**src/rtl/pu_pipe.sv**
```systemverilog
// pu_pipe: two-stage (IF/EX) pipelined processing unit with 8 registers.
// Define PU_MUL_EN to enable the single-cycle multiplier on opcode C.
module pu_pipe #(
    parameter int WIDTH = 16,
    parameter int PCW   = 8
) (
    input  logic             clk,
    input  logic             rst,
    input  logic             en,
    output logic [PCW-1:0]   iaddr,
    input  logic [15:0]      idata,
    output logic             we,
    output logic [2:0]       wad,
    output logic [WIDTH-1:0] rwd,
    output logic             halted
);

    localparam logic [3:0] OP_ADD  = 4'h1;
    localparam logic [3:0] OP_SUB  = 4'h2;
    localparam logic [3:0] OP_AND  = 4'h3;
    localparam logic [3:0] OP_OR   = 4'h4;
    localparam logic [3:0] OP_XOR  = 4'h5;
    localparam logic [3:0] OP_SHL  = 4'h6;
    localparam logic [3:0] OP_SHR  = 4'h7;
    localparam logic [3:0] OP_LIL  = 4'h8;
    localparam logic [3:0] OP_LIH  = 4'h9;
    localparam logic [3:0] OP_BEQZ = 4'hA;
    localparam logic [3:0] OP_JMP  = 4'hB;
`ifdef PU_MUL_EN
    localparam logic [3:0] OP_MUL  = 4'hC;
`endif
    localparam logic [3:0] OP_HALT = 4'hF;

    logic [PCW-1:0]   pc;
    logic [15:0]      ir;
    logic [WIDTH-1:0] r [8];

    logic [3:0]       op;
    logic [2:0]       rd;
    logic [2:0]       ra;
    logic [2:0]       rb;
    logic [7:0]       imm8;
    logic [WIDTH-1:0] va;
    logic [WIDTH-1:0] vb;
    logic [WIDTH-1:0] vd;
    logic [WIDTH-1:0] res;
    logic             wr;
    logic             taken;
    logic             halt;

    assign op    = ir[15:12];
    assign rd    = ir[11:9];
    assign ra    = ir[8:6];
    assign rb    = ir[5:3];
    assign imm8  = ir[7:0];
    assign va    = r[ra];
    assign vb    = r[rb];
    assign vd    = r[rd];

    assign iaddr = pc;
    assign wad   = rd;
    assign rwd   = res;
    assign we    = en & ~halted & wr;

    // EX-stage decode and compute; non-writing ops leave res at zero
    always_comb begin
        res   = '0;
        wr    = 1'b0;
        taken = 1'b0;
        halt  = 1'b0;
        case (op)
            OP_ADD: begin
                res = va + vb;
                wr  = 1'b1;
            end
            OP_SUB: begin
                res = va - vb;
                wr  = 1'b1;
            end
            OP_AND: begin
                res = va & vb;
                wr  = 1'b1;
            end
            OP_OR: begin
                res = va | vb;
                wr  = 1'b1;
            end
            OP_XOR: begin
                res = va ^ vb;
                wr  = 1'b1;
            end
            OP_SHL: begin
                res = va << 1;
                wr  = 1'b1;
            end
            OP_SHR: begin
                res = va >> 1;
                wr  = 1'b1;
            end
            OP_LIL: begin
                res = WIDTH'(imm8);
                wr  = 1'b1;
            end
            OP_LIH: begin
                res = (vd << 8) | WIDTH'(imm8);
                wr  = 1'b1;
            end
            OP_BEQZ: taken = (vd == '0);
            OP_JMP:  taken = 1'b1;
`ifdef PU_MUL_EN
            OP_MUL: begin
                res = va * vb;
                wr  = 1'b1;
            end
`endif
            OP_HALT: halt = 1'b1;
            default: ;
        endcase
    end

    // IF stage: flush or halt in EX overrides the fetch latch
    always_ff @(posedge clk or negedge rst) begin
        if (!rst) begin
            pc     <= '0;
            ir     <= '0;
            halted <= 1'b0;
        end else if (en && !halted) begin
            if (halt) begin
                halted <= 1'b1;
                ir     <= '0;
            end else if (taken) begin
                pc <= PCW'(imm8);
                ir <= '0;
            end else begin
                ir <= idata;
                pc <= pc + PCW'(1);
            end
        end
    end

    // Register write-back at the end of EX
    always_ff @(posedge clk or negedge rst) begin
        if (!rst) begin
            for (int i = 0; i < 8; i++) begin
                r[i] <= '0;
            end
        end else if (we) begin
            r[rd] <= res;
        end
    end

endmodule

```
**config.mk**
```make
export PLATFORM = sky130hd
export DESIGN_NAME = pu_pipe
export DESIGN_NICKNAME = d
export VERILOG_FILES = /design/src/rtl/pu_pipe.sv
export SDC_FILE = /design/constraint.sdc
export NUM_CORES = 1
export LEC_CHECK = 0
export CORE_ASPECT_RATIO = 0.7
export CORE_UTILIZATION = 25
export DETAILED_ROUTE_END_ITERATION = 7
export GPL_TIMING_DRIVEN = 0
export SYNTH_ARGS = -nofsm -noshare
export SYNTH_HDL_FRONTEND = slang
export SYNTH_SLANG_ARGS = --single-unit
```
**constraint.sdc**
```tcl
create_clock -name clk -period 13.2 [get_ports clk]
set_input_delay 1.32 -clock clk [delete_from_list [all_inputs] [get_ports clk]]
set_output_delay 1.32 -clock clk [all_outputs]
set_load 0.03 [all_outputs]
```
==> out/results.ini <==
[sta]
skew_ps = 14.8
slew_violations = 0
hold_viol_final = 0
fmax_mhz = 111
setup_violations = 0
tns_ps = 0
finalHoldWorstSlack_ps = 478
rsz0062_at_grt = false
tightestPinTransition_ps = 1320
relSlewSlack = 0.112
period_minus_slack_ps = 9030
min_period_over_period = 0.684

[floorplanning]
chipWidth_um = 252
die_h_um = 177
core_sq_um = 42700
pin_count = 48
rows = 63
initial_core_util = 0.256
dieArea_sq_um = 44600

[setup_path]
reg2reg_depth = 17
rr_startpoint = ir[4]
cp-start-kind = flip-flop
critical_path_class = reg -> out
cp.arrival_ps = 7710
cp_common_cell = a21oi_1
cp_data_required_time_ps = 11880
worstPathCellList = buf_1 -> clkbuf_1 -> clkbuf_1 -> buf_1 -> mux4_2 -> o21ai_0 -> a21oi_1 -> xnor2_1 -> ha_1 -> a21oi_1 -> o21ai_0 -> nor3_1 -> a21oi_1 -> a31oi_1 -> xor2_1 -> o21ai_1 -> clkdlybuf4s50_1
crit_fanout = 10
cp_slowest_cell = clkdlybuf4s50_1
endpoint_kind = output pin
crit_start = ir[4]
cpPeakStageDelay_ps = 810

[cts]
cts_resized = 0
root_buffer = clkbuf_16
cts_setup_buffers = 0
cts_buffers = 17
clock_latency_ps = 460
clock_sinks = 153
cts_tree = yes
cts_buffer_depth = 2
clk_pin_slew_ps = 70
htree_levels = 4
holdBufCountCts = 0

[detailed_routing]
drc = 0
viasPerCell = 5.63
postRouteAntennaNets = 0
drt_wl_total_mm = 40.5
first_pass_iters = 5
drt_iter0_drc = 1430
wl_per_cell_um = 23.9
vias = 9558

[final_layout]
fill_cells = 4449
drive_above_1_share = 0.185
layout_common_cells = dfrtp_1 (153), mux2_2 (75), nor2_1 (72)
fin_nets = 1169
final_common_cell = dfrtp_1
syn2layout_area_growth_pct = 16.8
diodes = 0

[placement]
dp_hpwl_mm = 30.1
routabilityCongestion = 0.933
port_buffers = 47

[worst_hold_path]
hold-path-cell-count = 1
min_from = halted
min_path_type = reg -> reg

[yosys]
synthArstFlopShare = 1.00
synth_seq_area_share = 0.350
syn_inst = 1029
synth_enable_flop_cells = 0
ys_types = 68
avgSynthCellArea_sq_um = 10.6
ys_ff_latch = 153
syn_nets = 1098
netlist_area_sq_um = 10900
synth_warnings = 0
ys.flop_type = dfrtp_1

[run]
drv_cap = 0

[global_routing]
globalRouteTotalUtil = 0.185
grtUsageMet2 = 0.239
grt_pass1_vias = 9039
use_met1 = 0.276
overflow = 0
grt_max_degree = 82
grt_pass1_wl_mm = 60.2
gr-max-usage-layer = met1
antenna_found_initial = 0
grtUsageMet3 = 0.0788

[run_status]
outcome = finished, final reports clean

[logic make-up after synthesis]
family | Yosys count | synth area share
buffers and inverters | 120 | 0.0448
and+or+nand+nor | 249 | 0.109
AOI/OAI and AO/OA | 232 | 0.141
adders and majority gates | 50 | 0.0579
muxes | 198 | 0.274
DFF | 153 | 0.350
xor gates and xnor gates | 27 | 0.0223
[registers in the layout, summed over array words and instances, names as in the netlist]
name / cells
halted: 1
iaddr: 8
r: 128
ir: 16
[layout make-up]
cell class / instances / area, sq um / area share
Multi-Input combinational cell: 756 / 6620 / 0.519
Sequential cell: 153 / 3830 / 0.300
Tap cell: 585 / 732 / 0.0574
Timing Repair Buffer: 52 / 531 / 0.0416
Clock buffer: 18 / 429 / 0.0336
Buffer: 68 / 294 / 0.0230
Inverter: 52 / 195 / 0.0153
Clock inverter: 14 / 130 / 0.0102
[metal layers]
| metal | up-vias | wire (um) | share of wire |
|---|---|---|---|
| met3 | 54 | 5930 | 0.15 |
| li1 | 4028 | - | - |
| met1 | 4827 | 18200 | 0.45 |
| met4 | 0 | 649 | 0.016 |
| met5 | - | 0 | 0 |
| met2 | 649 | 15800 | 0.39 |
[worst paths after layout]
path / slack, ps / endpoint
worst max-delay path: 4170 / rwd[14]
worst min-delay path: 480 / halted
min in group asynchronous: 830 / iaddr[3]
max in group asynchronous: 11500 / r[62]
worst min register to register: 480 / halted
worst max register to register: 6340 / r[127]
[worst max-delay path: cells and delay by family (launching register included)]
kind	cells	cell delay, ps
buffers and inverters	5	3280
AO/OA/AOI/OAI	7	2180
flip-flops	1	530
adder cells (fa/ha/maj)	1	410
multiplexers	1	400
XOR/XNOR	2	340
AND/OR/NAND/NOR	1	90
[per-stage QoR]
step | cells | area [sq um] | setup slack [ps] | utilization
2_1_floorplan | 1029 | 10900 | 7070 | -
5_1_grt | 1698 | 12800 | 3830 | 0.299
4_1_cts | 1697 | 12700 | 4320 | 0.298
6_report | 1698 | 12800 | 4170 | 0.299
3_3_place_gp | 1661 | 12100 | 4350 | 0.284
3_5_place_dp | 1665 | 12200 | 4840 | 0.285
[cells in the mapped netlist, drive strengths merged, types with 4 or more instances]
library cell,instances,area share
ha,49,0.056
and3,8,0.0046
nor4,13,0.0074
o22ai,5,0.0029
nand4,7,0.0040
o211ai,7,0.0048
clkbuf,46,0.016
and2,4,0.0023
a2bb2oi,6,0.0048
mux2i,53,0.051
or3,5,0.0029
nand3,13,0.0060
dfrtp,153,0.35
nor2,73,0.026
inv,51,0.018
buf,22,0.011
nor3b,5,0.0034
or2,6,0.0034
a21o,6,0.0041
xnor2,18,0.014
a21oi,59,0.027
mux4,70,0.15
nor2b,9,0.0052
xor2,9,0.0079
a221o,4,0.0037
o21ai,58,0.027
o21a,4,0.0027
a31oi,5,0.0029
nand3b,4,0.0027
nor3,18,0.0082
mux2,75,0.077
o31ai,12,0.0082
nand2b,12,0.0069
a222oi,6,0.0055
a221oi,14,0.011
a22o,17,0.014
nand2,69,0.024
Power is not shown: default switching activity piles up to over one toggle a cycle in this logic, so the estimate is an artifact.
==> edit (same settings) <==
Build with the macro `PU_MUL_EN` defined.
--- a/src/rtl/pu_pipe.sv
+++ b/src/rtl/pu_pipe.sv
@@ -2,2 +2,4 @@
 // Define PU_MUL_EN to enable the single-cycle multiplier on opcode C.
+`define PU_MUL_EN
+
 module pu_pipe #(
Formal check against the unedited RTL: not equivalent (Yosys sat finds a counterexample within 4 cycles, from zero or initial values and one cycle with rst low).
==> edit against the original RTL <==
- the flow now finishes with violations (design-rule violations)
- synthesized area rose by 34%
- sequential cell count did not move
- routed wire length rose by 27%
- worst hold slack improved by 0.0096 ns
- worst setup slack got worse by 2.7 ns
- final area rose by 30%
- non-clock buffer count rose by 10
- critical path type unchanged
- largest cell class unchanged
- highest routed layer unchanged
Power is not shown: default switching activity piles up to over one toggle a cycle in this logic, so the estimate is an artifact.
==> edit: results <==
[placed_design]
finalWeightedCongestion = 1.00
hpwlAfterDp_mm = 40.9

[layout]
fillers = 5860
layout.nets = 1769
drive_above_1_share = 0.121

[synthesis]
synth_commonest_cells = "nand2_1, inv_1, nor2_1"
yosys-top-cells-area = "dfrtp_1, fa_1, ha_1"
ys_types = 65
yosysMostFrequentCell = "nand2_1"
syn-num-nets = 1701
ys_seq_area_frac = 0.262

[run_status]
violations = "design-rule violations"
status = "finished with violations"

[routing]
drc = 8
drt_first_iter_violations = 1700
first_pass_iters = 8

[global_route]
grt_pass1_vias = 12400
grt_usage = 0.175

[worst_setup_path]
rrSetupSlack_ns = 3.67
slowest_delay_ns = 0.67
crit_arrival_ns = 10.42
slowest_stage = "mux2i_1"

[sta]
finalClockSkew_ns = 0.0147
slew_headroom = 0.0657
holdWs_ns = 0.488
## edit: changes by cell type after synthesis, sizes merged, moves of 32 or more
cell	delta
xnor2	+32
inv	+114
nand2	+115
nor2	+88
ha	+49
fa	+80
## edit: worst register-to-register path, cell delays in order, from the launching register on
cell and delay (ns):
dfrtp_1 0.54, buf_2 0.41, buf_2 0.37, buf_2 0.40, mux4_1 0.35, mux2i_1 0.67
clkbuf_1 0.64, inv_1 0.40, nand2_1 0.19, fa_1 0.45, fa_1 0.56, inv_1 0.06
fa_1 0.40, fa_1 0.49, inv_1 0.06, fa_1 0.49, fa_1 0.40, xor2_1 0.17
xnor2_1 0.32, xnor2_1 0.15, xnor2_1 0.28, xnor2_1 0.17, xnor3_1 0.26, xnor2_1 0.25
xnor2_1 0.14, a221oi_4 0.61, a31oi_1 0.18
## edit: layout make-up
class | instances | area (um^2) | area share
clock buffers | 18 | 429 | 0.0258
multi-input cells | 1101 | 9760 | 0.587
flip-flops and latches | 153 | 3830 | 0.230
inverters | 168 | 631 | 0.0379
repair buffers | 49 | 507 | 0.0305
clock inverters | 14 | 115 | 0.00692
well taps | 750 | 938 | 0.0564
plain buffers | 81 | 414 | 0.0249
diodes | 1 | 2.50 | 0.000151
## edit: worst max-delay path by stage
| stage | to | slack, ns | startpoint | cells after the start |
|---|---|---|---|---|
| CTS | rwd[15] | 1.72 | ir[5]$_DFFE_PN0P_ | 27 |
| global placement | rwd[15] | 2.25 | ir[5]$_DFFE_PN0P_ | 27 |
| floorplan | rwd[15] | 4.98 | ir[4]$_DFFE_PN0P_ | 26 |
| detailed placement | rwd[15] | 2.23 | ir[5]$_DFFE_PN0P_ | 27 |
| finish | rwd[15] | 1.46 | ir[5]$_DFFE_PN0P_ | 27 |
| global route | rwd[15] | 1.08 | ir[5]$_DFFE_PN0P_ | 27 |
## edit: cells by family (layout without fill, tap and decap cells)
kind of cell	Yosys count	after routing	share of synthesized area
compound gates	252	252	0.114
buf+inv	249	330	0.0715
xor+xnor	64	64	0.0403
simple gates	435	435	0.126
other cells	0	1	0
fa+ha+maj	179	179	0.195
mux	171	171	0.191
flops	153	153	0.262
## edit: per-stage QoR
step,instance area [um^2],instances,utilization
5_1_grt,16600,2334,0.290
2_1_floorplan,14600,1503,-
3_5_place_dp,16100,2302,0.281
4_1_cts,16600,2334,0.290
3_3_place_gp,16000,2300,0.280
6_report,16600,2335,0.290
## edit: per-layer routing
layer  GRT usage  up-vias  wire [um]
met1       0.258     6271      23000
met2       0.226      842      19500
met5           0        -          0
li1            -     5355          -
met4      0.0350        0        833
met3      0.0834       70       8170
